### config.mk
export PLATFORM = sky130hd
export DESIGN_NAME = bus_width_downsizer
export DESIGN_NICKNAME = d
export VERILOG_FILES = /design/src/rtl/bus_width_pkg.sv /design/src/rtl/bus_width_downsizer.sv
export SDC_FILE = /design/constraint.sdc
export NUM_CORES = 1
export LEC_CHECK = 0
export BUFFER_PORTS_ARGS = -buffer_cell sky130_fd_sc_hd__buf_2
export CAP_MARGIN = 30
export CORE_AREA = 2 2 73 75
export DETAILED_ROUTE_END_ITERATION = 10
export DIE_AREA = 0 0 75 77
export HOLD_SLACK_MARGIN = 0.03
export PLACE_DENSITY = 0.65
export SLEW_MARGIN = 20
export SYNTH_ARGS = -nofsm -noshare
export SYNTH_HDL_FRONTEND = slang
export SYNTH_SLANG_ARGS = --single-unit
### constraint.sdc
create_clock -name clk -period 4.3 [get_ports clk]
set_input_delay 0.43 -clock clk [delete_from_list [all_inputs] [get_ports clk]]
set_output_delay 0.43 -clock clk [all_outputs]
set_load 0.1 [all_outputs]
### src/rtl/bus_width_pkg.sv
// Shared types and helpers for the bus width downsizer: FSM state encoding
// and beat-pointer width calculation.
package bus_width_pkg;

  typedef enum logic {
    EMPTY = 1'b0,
    BUSY  = 1'b1
  } state_t;

  // A one-bit pointer is still needed when the ratio is 2 or less.
  function automatic int ptr_width(input int ratio);
    return (ratio > 2) ? $clog2(ratio) : 1;
  endfunction

endpackage

### src/rtl/bus_width_downsizer.sv
// Splits each SIZE_IN-bit word into SIZE_IN/SIZE_OUT narrow beats, MSB or LSB slice first.
// Optional out_last port is built when BUS_WIDTH_DOWNSIZER_LAST_EN is defined.
module bus_width_downsizer
  import bus_width_pkg::*;
#(
  parameter int SIZE_IN    = 32,
  parameter int SIZE_OUT   = 8,
  parameter int BIG_ENDIAN = 1
) (
  input  logic                clk,
  input  logic                reset,
  input  logic                in_valid,
  output logic                in_ready,
  input  logic [SIZE_IN-1:0]  in,
  output logic                out_valid,
  input  logic                out_ready,
`ifdef BUS_WIDTH_DOWNSIZER_LAST_EN
  output logic                out_last,
`endif
  output logic [SIZE_OUT-1:0] out
);

  localparam int RATIO = SIZE_IN / SIZE_OUT;
  localparam int PTR_W = ptr_width(RATIO);
  localparam logic [PTR_W-1:0] LAST_K = PTR_W'(RATIO - 1);

  if ((SIZE_IN % SIZE_OUT) != 0 || RATIO < 2) begin : g_bad_ratio
    $error("bus_width_downsizer: SIZE_IN must be a multiple of SIZE_OUT with ratio >= 2");
  end

  state_t             state, state_n;
  logic [PTR_W-1:0]   k, k_n;
  logic [SIZE_IN-1:0] word, word_n;
  logic [PTR_W-1:0]   sel;
  logic               last_beat;

  assign last_beat = (k == LAST_K);

  always_ff @(posedge clk) begin
    if (reset) begin
      state <= EMPTY;
      k     <= '0;
      word  <= '0;
    end else begin
      state <= state_n;
      k     <= k_n;
      word  <= word_n;
    end
  end

  always_comb begin
    state_n   = state;
    k_n       = k;
    word_n    = word;
    out_valid = 1'b0;
    in_ready  = 1'b0;
    case (state)
      EMPTY: begin
        in_ready = 1'b1;
        if (in_valid) begin
          state_n = BUSY;
          k_n     = '0;
          word_n  = in;
        end
      end
      BUSY: begin
        out_valid = 1'b1;
        in_ready  = last_beat && out_ready;
        if (out_ready) begin
          if (!last_beat) begin
            k_n = k + PTR_W'(1);
          end else if (in_valid) begin
            // Reload on the last beat so words stream without a bubble.
            k_n    = '0;
            word_n = in;
          end else begin
            state_n = EMPTY;
            k_n     = '0;
          end
        end
      end
      default: begin
        state_n = EMPTY;
        k_n     = '0;
      end
    endcase
  end

  assign sel = (BIG_ENDIAN != 0) ? (LAST_K - k) : k;

  always_comb begin
    out = '0;
    for (int j = 0; j < RATIO; j++) begin
      if (sel == PTR_W'(j)) out = word[j*SIZE_OUT +: SIZE_OUT];
    end
  end

`ifdef BUS_WIDTH_DOWNSIZER_LAST_EN
  assign out_last = out_valid && last_beat;
`endif

endmodule

== Word level (Yosys, flattened, before mapping) ==
Cells that the tools add are included.
Cells by class
  $add $sub $neg: 2
  multipliers: 0
  div/mod/pow operators: 0
  $lt $le $gt $ge: 0
  eq/ne operators: 7
  shifts and indexed selects: 0
  muxes and demuxes: 18
  bitwise gates (word level): 1
  reductions and logical operators: 4
Operators by type and width (number)
  32-bit two-way mux: 3
  32-bit case mux with 2 select lines: 1
  8-bit two-way mux: 4
  2-bit == test, second input constant: 3
  2-bit two-way mux: 3
  1-bit two-way mux: 4
  2-bit inequality test, second input constant: 2
  1-bit case mux with 2 select lines: 2
  2-bit case mux with 2 select lines: 1
  2-bit AND reduction: 2
  2-bit by 1-bit adder with 2-bit output, second input constant: 1
  2-bit by 1-bit == test with 1-bit output, second input constant: 1
  2-bit zero test: 1
  2-bit by 1-bit inequality test with 1-bit output, second input constant: 1
  2-bit subtractor, first input constant: 1
  1-bit logical AND: 1
  1-bit inverter: 1
Storage, ports and cells
  register bits after elaboration: 35
  latch bits: 0
  bits in writable memories: 0
  memory bits (read-only): 0
  bits of input ports: 36
  output and inout port bits: 10
  logic and storage cells: 35
  memories: 0

== Longest topological paths before layout ==
Gate-level depths: netlist of the first run.
  depth after elaboration: 6
  gate-level depth with buffers: 7

== Worst setup path after synthesis of the first run ==
No wires, ideal clock.
  path kind: reg-to-output
  start: register state
  end: output port in_ready
  arrival: 1.870 ns
  data required time: 3.870 ns
  path slack: 2.000 ns
  stages on the path, launching flop included: 2
  cell sequence: dfxtp_1 -> nand2_1
Between the ends
  longest elaborated chain between the ends: 2
RTL lines
  start: declaration: RTL line bus_width_downsizer.sv:31  | state_t state, state_n;
  start signal: assignment: RTL line bus_width_downsizer.sv:45  | state <= state_n;
  1-bit inverter
  1-bit case mux with 2 select lines *: RTL line bus_width_downsizer.sv:57  | case (state)
  end: declaration: RTL line bus_width_downsizer.sv:13  | output logic in_ready,
Every way passes the cells marked *; elsewhere a longest branch is shown, timed or not.

== Worst setup path in the final report of the first run ==
  start: register k[0]
  end: output port out[3]
Between the ends
  longest elaborated chain between the ends: 6
  elaborated cells on any way between the ends: 9
  those cells by class: add/sub: 1; eq/ne: 3; mux: 4; reduce/logical: 1
RTL lines
  start: declaration: RTL line bus_width_downsizer.sv:32  | logic [PTR_W-1:0] k, k_n;
  start signal: assignment: RTL line bus_width_downsizer.sv:46  | k <= k_n;
  2-bit subtractor *: RTL line bus_width_downsizer.sv:89  | assign sel = (BIG_ENDIAN != 0) ? (LAST_K - k) : k;
  2-bit zero test: RTL line bus_width_downsizer.sv:94  | if (sel == PTR_W'(j)) out = word[j*SIZE_OUT +: SIZE_OUT];
  8-bit two-way mux (3 in series): RTL line bus_width_downsizer.sv:94
  8-bit two-way mux *: RTL line bus_width_downsizer.sv:94
  end: declaration: RTL line bus_width_downsizer.sv:20  | output logic [SIZE_OUT-1:0] out
Marked as above.

==> flow_metrics.py, run 1 <==
metrics = {
    "status": {
        "status": "finished, final reports clean",
    },
    "logic_synthesis": {
        "yosys-top-cells-count": "64 x nand2b_1, 35 x dfxtp_1, 33 x mux2i_1",
        "netlist_top_cells_area": "dfxtp_1 36%, nand2b_1 21%, mux2i_1 17%",
        "synth_top_cell_area_share_pct": 36.2,
        "ys.flop_type": "dfxtp_1",
        "yosys_warnings": 0,
        "synth_top_area_cell": "dfxtp_1",
        "synth_edf_count": 0,
        "yosysMostFrequentCell": "nand2b_1",
        "synthDistinctLibCells": 17,
        "postSynthAreaPerCell_um2": 9.00,
        "ys_seq_area_share_pct": 36.2,
        "ys_seq_elements": 35,
        "netlist_instances": 215,
        "syn_area_mm2": 0.00194,
        "syn_nets": 256,
        "async_flop_share_pct": 0,
    },
    "placed_design": {
        "routabilityCongestion": 0.774,
        "dp_hpwl_mm": 2.90,
        "portBuffers": 45,
    },
    "routing": {
        "final_antenna_net_count": 0,
        "num_vias": 1466,
        "routedWlPerCell_um": 12.4,
        "drt_wl_total_mm": 3.98,
        "dr.pass1.iters": 4,
        "routed_via_density": 4.55,
        "first_iter_violations": 91,
        "drc_errors": 0,
    },
    "sta": {
        "fin_crit_sh_pct": 58.6,
        "timing.setup.tns_ns": 0,
        "setup_violations": 0,
        "worst_pin_slew_ns": 0.818,
        "drv_slew": 0,
        "worst_clock_skew_ns": 0.00215,
        "fmax_mhz": 397,
        "max-slew-margin-rel_pct": 45.5,
        "rsz0062_at_grt": "false",
        "period_minus_slack_ns": 2.52,
        "hold_violations": 0,
    },
    "worst_setup_path": {
        "path_buf_inv": 2,
        "rr_startpoint": "k[0]",
        "startpoint_type": "flip-flop",
        "critPathArrivalTime_ns": 2.09,
        "slowest_delay_ns": 0.43,
        "critical_path.endpoint_type": "primary output",
        "cp-endpoint": "out[3]",
        "worstPathMaxFanout": 16,
        "slowest_stage": "dfxtp_1",
        "worstSetupPathType": "flip-flop to primary output",
        "r2r_cells": 5,
        "cp.required_ns": 3.87,
        "rrSetupSlack_ns": 2.48,
        "path_cells": "inv_1, ha_1, o21ai_0, a22o_1, buf_2",
        "r2r_end": "word[21]",
        "worstSetupPathDepth": 5,
        "crit_family": "buffers and inverters",
        "startpoint": "k[0]",
    },
    "global_routing": {
        "grt_max_degree": 68,
        "grt.total_usage_pct": 14.3,
        "grt_pass1_wl_mm": 6.35,
        "grt_pass1_vias": 1415,
        "grt_remaining_overflow": 0,
        "grt_antenna_before_repair": 0,
    },
    "cells_and_area": {
        "drive_above_1_share_pct": 21.8,
        "num_antenna_cells": 0,
        "nNetsFinal": 292,
        "area_growth_pct": 16.8,
    },
    "cts": {
        "cts_tree": "yes",
        "cts-resized-gates": 0,
        "numCtsBuffers": 5,
        "htreeDepth": 2,
        "ctsHoldBuffers": 0,
        "clk_pin_slew_ns": 0.07,
        "cts.sinks": 35,
        "cts_setup_buffers": 0,
        "ctsLongestPathBuffers": 2,
        "cts-root-buf": "clkbuf_8",
        "clock_latency_ns": 0.28,
    },
    "power_and_ir_drop": {
        "pwr-share-seq_pct": 46.1,
        "cellLeakagePower_nw": 0.960,
        "p_int_uw": 550,
        "max-vdd-ir-drop_uv": 126,
        "comb_power_share_pct": 20.1,
        "clock_power_share_pct": 33.8,
        "power_density_mw_per_mm2": 344,
        "p_switching_uw": 228,
        "sw_frac_of_total_pct": 29.4,
        "total_power_uw": 778,
    },
    "floorplanning": {
        "die_h_um": 77,
        "rows": 26,
        "coreArea_mm2": 0.00498,
        "die_area_mm2": 0.00578,
        "initial_core_util_pct": 38.9,
        "die_w_um": 75,
        "pin_count": 46,
    },
    "hold_path": {
        "hp-class": "input port to flip-flop",
    },
    "job": {
        "max_cap_violations": 0,
    },
}
==> state kept, by name, summed over array words and instances, names as in the netlist <==
register / cells
k: 2
word: 32
state: 1
==> per-layer routing <==
metal | vias to the layer above | track usage [%] | share of wire (%)
met5 | - | 0 | 0
met3 | 4 | 4.20 | 4.8
met4 | 0 | 4.29 | 1.0
met2 | 35 | 21.8 | 43
li1 | 775 | - | -
met1 | 652 | 19.4 | 51
==> power by group through the flow <==
stage | Clock [mW] | Combinational, mW | Sequential, mW
CTS | 0.269 | 0.158 | 0.359
detailed placement | 0 | 0.157 | 0.366
floorplan | 0 | 0.125 | 0.365
finish | 0.263 | 0.157 | 0.359
global route | 0.284 | 0.169 | 0.361
global placement | 0 | 0.153 | 0.366
==> how the worst min path moves through the flow <==
stage | start | endpoint | slack, ns | cells past startpoint
3_5_place_dp | word[19] | word[19] | 0.47 | 2
4_1_cts | in[1] | word[1] | 0.39 | 3
5_1_grt | in[13] | word[13] | 0.40 | 3
2_1_floorplan | word[16] | word[16] | 0.45 | 2
6_report | in[6] | word[6] | 0.40 | 3
3_3_place_gp | word[23] | word[23] | 0.46 | 2
==> cell type report <==
cell class | instances | area (um^2)
Sequential cell | 35 | 701
Timing Repair Buffer | 46 | 253
Tap cell | 70 | 87.6
Clock buffer | 8 | 100
Multi-Input combinational cell | 153 | 1080
Fill cell | 514 | 2720
Inverter | 10 | 37.5
==> worst register-to-register path, stage by stage, from the launching register on <==
cell and delay, ns:
dfxtp_1 0.43, ha_1 0.23, a21boi_2 0.09, nor2b_4 0.56
buf_16 0.24, mux2i_1 0.20
==> stage by stage <==
stage,setup slack [ns],hold WS (ns),area [um^2],instances,utilization [%]
finish,1.78,0.396,2260,322,45.4
global route,1.68,0.403,2260,322,45.4
CTS,1.82,0.388,2260,322,45.4
detailed placement,2.14,0.467,2160,314,43.4
global placement,2.19,0.461,2130,313,42.9
floorplan,2.00,0.449,1940,215,-
==> logic make-up (layout without fill, tap and decap cells) <==
| family | after synthesis | in the layout | synth area share (%) |
|---|---|---|---|
| adder cells (fa/ha/maj) | 5 | 5 | 3.23 |
| multiplexers | 33 | 33 | 17.1 |
| flip-flops | 35 | 35 | 36.2 |
| AND/OR/NAND/NOR | 80 | 80 | 23.9 |
| buffers and inverters | 27 | 64 | 8.27 |
| AO/OA/AOI/OAI | 35 | 35 | 11.3 |
==> layout by cell type (no fill, tap or decap) <==
cell type / n
clkbuf_1: 1
buf_2: 45
buf_16: 1
nor2b_4: 1
a22o_1: 8
nand2_1: 10
nand2b_1: 64
inv_1: 10
mux2i_1: 33
dfxtp_1: 35
a21oi_1: 16
o21ai_0: 8
a32oi_1: 2
nor2_1: 5
ha_1: 5
clkbuf_8: 7
a21boi_2: 1
Note: power is estimated with default switching activity, not from simulation.
==> inputs of run 2 (changes only) <==
Settings changed: ABC_AREA set to 1.
Clock period 4.3 ns to 2.4 ns, I/O delays scaled along.
==> run 2 against run 1 <==
  * Flip-flop and latch count stayed put
  * Clock power is 47% higher
  * Design area down 0.55%
  * Count of clock-buffer cells in the layout fell by 2
  * Critical path type unchanged
  * Critical endpoint is now out[5]
==> flow_metrics.py, run 2 <==
metrics = {
    "status": {
        "status": "finished, final reports clean",
    },
    "logic_synthesis": {
        "syn_area_mm2": 0.00193,
        "ys_seq_area_share_pct": 36.2,
        "netlist_top_cells_area": "dfxtp_1 36%, nand2_1 14%, a21oi_1 11%",
        "synth_top_cell_area_share_pct": 36.2,
        "yosys-top-cells-count": "71 x nand2_1, 49 x nor2_1, 43 x a21oi_1",
        "synth_edf_count": 0,
        "ys_seq_elements": 35,
        "postSynthAreaPerCell_um2": 6.30,
        "syn_nets": 348,
        "synth_top_area_cell": "dfxtp_1",
        "async_flop_share_pct": 0,
        "netlist_instances": 307,
        "yosys_warnings": 0,
        "yosysMostFrequentCell": "nand2_1",
        "synthDistinctLibCells": 11,
        "ys.flop_type": "dfxtp_1",
    },
    "placed_design": {
        "place_area_mm2": 0.00216,
        "dpl_worst_slack_ns": 0.431,
        "routabilityCongestion": 0.751,
        "portBuffers": 45,
        "dp_hpwl_mm": 3.05,
    },
    "cells_and_area": {
        "nNetsFinal": 382,
        "area_growth_pct": 16.3,
        "stdcell_area_mm2": 0.00225,
        "multi_input_area_um2": 946,
        "largest_reg_flops": 32,
        "reg.largest.list": "word x32, k x2, state x1",
        "num_antenna_cells": 0,
        "final_cell_mix": "70 x nand2_1, 49 x nor2_1, 43 x a21oi_1",
        "layout_commonest_cell": "nand2_1",
        "final_util_pct": 45.2,
        "fillers": 554,
        "largest-register": "word",
        "drive_above_1_share_pct": 16.2,
        "final-seq-area_um2": 701,
    },
    "floorplanning": {
        "die_area_mm2": 0.00578,
        "coreArea_mm2": 0.00498,
        "die_h_um": 77,
        "rows": 26,
        "die_w_um": 75,
        "initial_core_util_pct": 38.8,
        "pin_count": 46,
    },
    "cts": {
        "clk_pin_slew_ns": 0.06,
        "cts_tree": "yes",
        "cts-root-buf": "clkbuf_8",
        "htreeDepth": 2,
        "cts_setup_buffers": 0,
        "numCtsBuffers": 5,
        "clock_latency_ns": 0.28,
        "cts-resized-gates": 0,
        "ctsLongestPathBuffers": 2,
        "ctsHoldBuffers": 0,
        "cts.sinks": 35,
    },
    "power_and_ir_drop": {
        "cellLeakagePower_nw": 1.22,
        "max-vdd-ir-drop_uv": 260,
        "power_density_mw_per_mm2": 624,
    },
    "routing": {
        "first_iter_violations": 63,
        "final_antenna_net_count": 0,
        "routedWlPerCell_um": 10.4,
        "dr.pass1.iters": 4,
        "routed_via_density": 4.60,
        "drc_errors": 0,
        "num_vias": 1887,
        "drt_wl_total_mm": 4.26,
    },
    "worst_setup_path": {
        "cpMostUsedCell": "nand2_1",
        "critPathArrivalTime_ns": 2.00,
        "slowest_delay_ns": 0.42,
        "cp.required_ns": 2.16,
        "startpoint_type": "flip-flop",
        "rrSetupSlack_ns": 1.05,
        "critical_path.endpoint_type": "primary output",
        "worstSetupPathType": "flip-flop to primary output",
        "path_cells": "inv_1, ha_1, inv_1, nand3_1, nand2_1, nand2_1, nand2_1, buf_2",
        "crit_family": "buffers and inverters",
        "slowest_stage": "buf_2",
        "path_buf_inv": 3,
        "worstPathMaxFanout": 9,
    },
    "global_routing": {
        "grt_pass1_wl_mm": 7.29,
        "grt_pass1_vias": 1650,
        "grt_max_degree": 40,
        "grt_antenna_before_repair": 0,
        "grt.total_usage_pct": 16.2,
        "grt_remaining_overflow": 0,
    },
    "sta": {
        "hold_violations": 0,
        "setup_ws_ns": 0.156,
        "fin_crit_sh_pct": 93.5,
        "rsz0062_at_grt": "false",
        "period_minus_slack_ns": 2.24,
        "timing.setup.tns_ns": 0,
        "worst_pin_slew_ns": 0.585,
        "setup_violations": 0,
        "max-slew-margin-rel_pct": 61.0,
        "drv_slew": 0,
        "worst_clock_skew_ns": 0.00328,
        "fmax_mhz": 446,
    },
    "job": {
        "max_cap_violations": 0,
    },
    "hold_path": {
        "hp-class": "input port to flip-flop",
    },
}
-- run 2: changes by cell type in the layout (fill, tap and decap cells not counted), moves of 27 or more --
cell	delta
nand3_1	+42
inv_1	+29
mux2i_1	-33
nand2_1	+60
a21oi_1	+27
nand2b_1	-64
nor2_1	+44
-- run 2: metal layers --
metal,track usage [%],vias to the layer above,share of wire [%]
met3,4.34,5,4.4
met2,25.1,35,46
li1,-,1014,-
met5,0,-,0
met1,21.2,833,48
met4,5.89,0,1.6
-- run 2: worst reg2reg max path, cell delays in order, from the launching register on --
cell	delay, ns
dfxtp_1	0.39
ha_1	0.19
nand2_1	0.06
nand2_2	0.09
buf_4	0.27
nand3_1	0.12
nand2_1	0.09
nor2_1	0.04
-- run 2: final timing paths --
kind / endpoint / depth (start not counted) / start
hold reg to reg: word[28] / 2 / word[28]
setup reg to reg: word[16] / 7 / k[1]
hold / removal: state / 2 / reset
setup / recovery: out[5] / 8 / k[0]
-- run 2: where the power goes --
part | switching [mW] | internal (mW)
registers | 0.0274 | 0.626
logic | 0.252 | 0.110
clock network | 0.194 | 0.193
total | 0.474 | 0.929
-- run 2: through the flow --
stage	cells	total power [mW]	hold WS, ns
after floorplan	307	0.951	0.309
after global placement	404	1.02	0.436
after detailed placement	404	1.03	0.442
after CTS	410	1.41	0.140
after global routing	410	1.48	0.139
final	410	1.40	0.140
-- run 2: final cells by class --
class                           instances  share of cell area (%)
Clock buffer                            6                    3.23
Inverter                               39                    6.51
Sequential cell                        35                    31.2
Multi-Input combinational cell        211                    42.1
Tap cell                               70                    3.90
Timing Repair Buffer                   49                    13.1
-- run 2: logic make-up (layout without fill, tap and decap cells) --
| group | after synthesis | in the layout | synth area share (%) |
|---|---|---|---|
| AOI/OAI and AO/OA | 44 | 44 | 11.4 |
| adders and majority gates | 5 | 5 | 3.24 |
| and+or+nand+nor | 162 | 162 | 34.2 |
| buffers and inverters | 61 | 94 | 15.0 |
| DFF | 35 | 35 | 36.2 |
==> inputs of run 3 (changes only) <==
Settings changed: HOLD_SLACK_MARGIN 0.03 to 0.08.
Clock period 2.4 ns to 2.8 ns, I/O delays scaled along.
==> run 3 against run 2 <==
  * Setup slack improved by 0.33 ns
  * Clock skew rose by 0.0022 ns
  * Clock power fell by 8.3%
  * Critical path type unchanged
  * Total power fell by 13%
  * Critical path depth did not move
  * Combinational power fell by 16%
  * Final cell count rose by 0.49%
  * Design area fell by 0.33%
  * Utilization fell by 0.15 points
  * Routed wire length rose by 2.4%
  * Die area did not move
  * Sequential share of layout area rose by 0.10 points
==> flow_metrics.py, run 3 (same netlist as run 2, synthesis figures left out) <==
metrics = {
    "status": {
        "status": "finished, final reports clean",
    },
    "power_and_ir_drop": {
        "power_density_mw_per_mm2": 545,
        "cellLeakagePower_nw": 1.23,
        "max-vdd-ir-drop_uv": 168,
        "total_power_mw": 1.22,
    },
    "cts": {
        "ctsLongestPathBuffers": 2,
        "cts_tree": "yes",
        "cts.sinks": 35,
        "ctsHoldBuffers": 0,
        "cts-resized-gates": 0,
        "clock_latency_ns": 0.29,
        "cts_setup_buffers": 0,
        "clk_pin_slew_ns": 0.07,
        "cts-root-buf": "clkbuf_8",
        "htreeDepth": 2,
        "numCtsBuffers": 5,
    },
    "floorplanning": {
        "die_area_mm2": 0.00578,
        "die_h_um": 77,
        "pin_count": 46,
        "rows": 26,
        "coreArea_mm2": 0.00498,
        "initial_core_util_pct": 38.8,
        "die_w_um": 75,
    },
    "worst_setup_path": {
        "slowest_delay_ns": 0.42,
        "r2r_cells": 7,
        "path_buf_inv": 3,
        "cp.required_ns": 2.52,
        "path_cells": "inv_1, ha_1, inv_1, nand3_1, nand2_1, nand2_1, nand2_1, buf_2",
        "slowest_stage": "buf_2",
        "worstSetupPathType": "flip-flop to primary output",
        "startpoint_type": "flip-flop",
        "cpMostUsedCell": "nand2_1",
        "critPathArrivalTime_ns": 2.04,
        "worstPathMaxFanout": 9,
        "crit_family": "buffers and inverters",
        "critical_path.endpoint_type": "primary output",
        "worstSetupPathDepth": 8,
    },
    "placed_design": {
        "routabilityCongestion": 0.758,
        "portBuffers": 45,
        "dp_hpwl_mm": 3.03,
    },
    "cells_and_area": {
        "num_antenna_cells": 0,
        "layout_commonest_cell": "nand2_1",
        "largest_reg_flops": 32,
        "nNetsFinal": 382,
        "final_cell_mix": "70 x nand2_1, 49 x nor2_1, 45 x buf_2",
        "reg.largest.list": "word x32, k x2, state x1",
        "area_growth_pct": 15.9,
        "largest-register": "word",
        "drive_above_1_share_pct": 16.7,
    },
    "sta": {
        "worst_pin_slew_ns": 0.589,
        "drv_slew": 0,
        "setup_violations": 0,
        "period_minus_slack_ns": 2.32,
        "worst_clock_skew_ns": 0.00547,
        "max-slew-margin-rel_pct": 60.7,
        "fin_crit_sh_pct": 82.7,
        "fmax_mhz": 432,
        "timing.setup.tns_ns": 0,
        "timing.hold.ws_ns": 0.176,
        "rsz0062_at_grt": "false",
        "hold_violations": 0,
    },
    "routing": {
        "routed_via_density": 4.51,
        "first_iter_violations": 142,
        "drc_errors": 0,
        "routedWlPerCell_um": 10.6,
        "final_antenna_net_count": 0,
        "num_vias": 1858,
        "drt_wl_total_mm": 4.36,
        "dr.pass1.iters": 4,
    },
    "global_routing": {
        "grt.total_usage_pct": 16.4,
        "grt_max_degree": 37,
        "grt_antenna_before_repair": 0,
        "grt_pass1_wl_mm": 7.42,
        "grt_remaining_overflow": 0,
        "grt_pass1_vias": 1688,
    },
    "job": {
        "max_cap_violations": 0,
    },
    "hold_path": {
        "hp-class": "input port to flip-flop",
        "hold_path_depth": 2,
    },
}
## run 3: metal layers
layer | vias to the layer above | share of wire (%) | track usage (%)
li1 | 1019 | - | -
met3 | 5 | 4.4 | 3.94
met5 | - | 0 | 0
met4 | 0 | 1.7 | 5.89
met2 | 35 | 44 | 24.8
met1 | 799 | 50 | 22.2
## run 3: area by class of cell
class	instances	area (um^2)
Fill cell	553	2740
Multi-Input combinational cell	211	946
Sequential cell	35	701
Timing Repair Buffer	49	275
Inverter	39	146
Tap cell	70	87.6
Clock buffer	6	72.6
Clock inverter	2	12.5
## run 3: worst reg2reg max path, stage by stage (launching register included)
cell and delay [ns]:
dfxtp_1 0.40, ha_1 0.19, nand2_1 0.06, nand2_2 0.40, buf_12 0.27, nand3_1 0.11, nand2_1 0.08, nor2_1 0.03
## run 3: final timing paths
path / start / to / slack (ns)
worst max-delay path: k[0] / out[2] / 0.48
worst min-delay path: reset / state / 0.18
worst max register to register: k[1] / word[21] / 1.15
worst min register to register: word[7] / word[7] / 0.48
## run 3: report_power, final
group	switching [mW]	internal [mW]
Sequential	0.0242	0.537
Combinational	0.216	0.0887
Clock	0.181	0.174
## run 3: per-stage QoR
stage	setup slack, ns	instance area [um^2]	instances	util [%]
floorplan	0.691	1930	307	-
global placement	0.812	2140	403	43.0
detailed placement	0.798	2140	403	43.0
CTS	0.484	2230	411	44.7
global route	0.288	2240	412	45.0
finish	0.483	2240	412	45.0
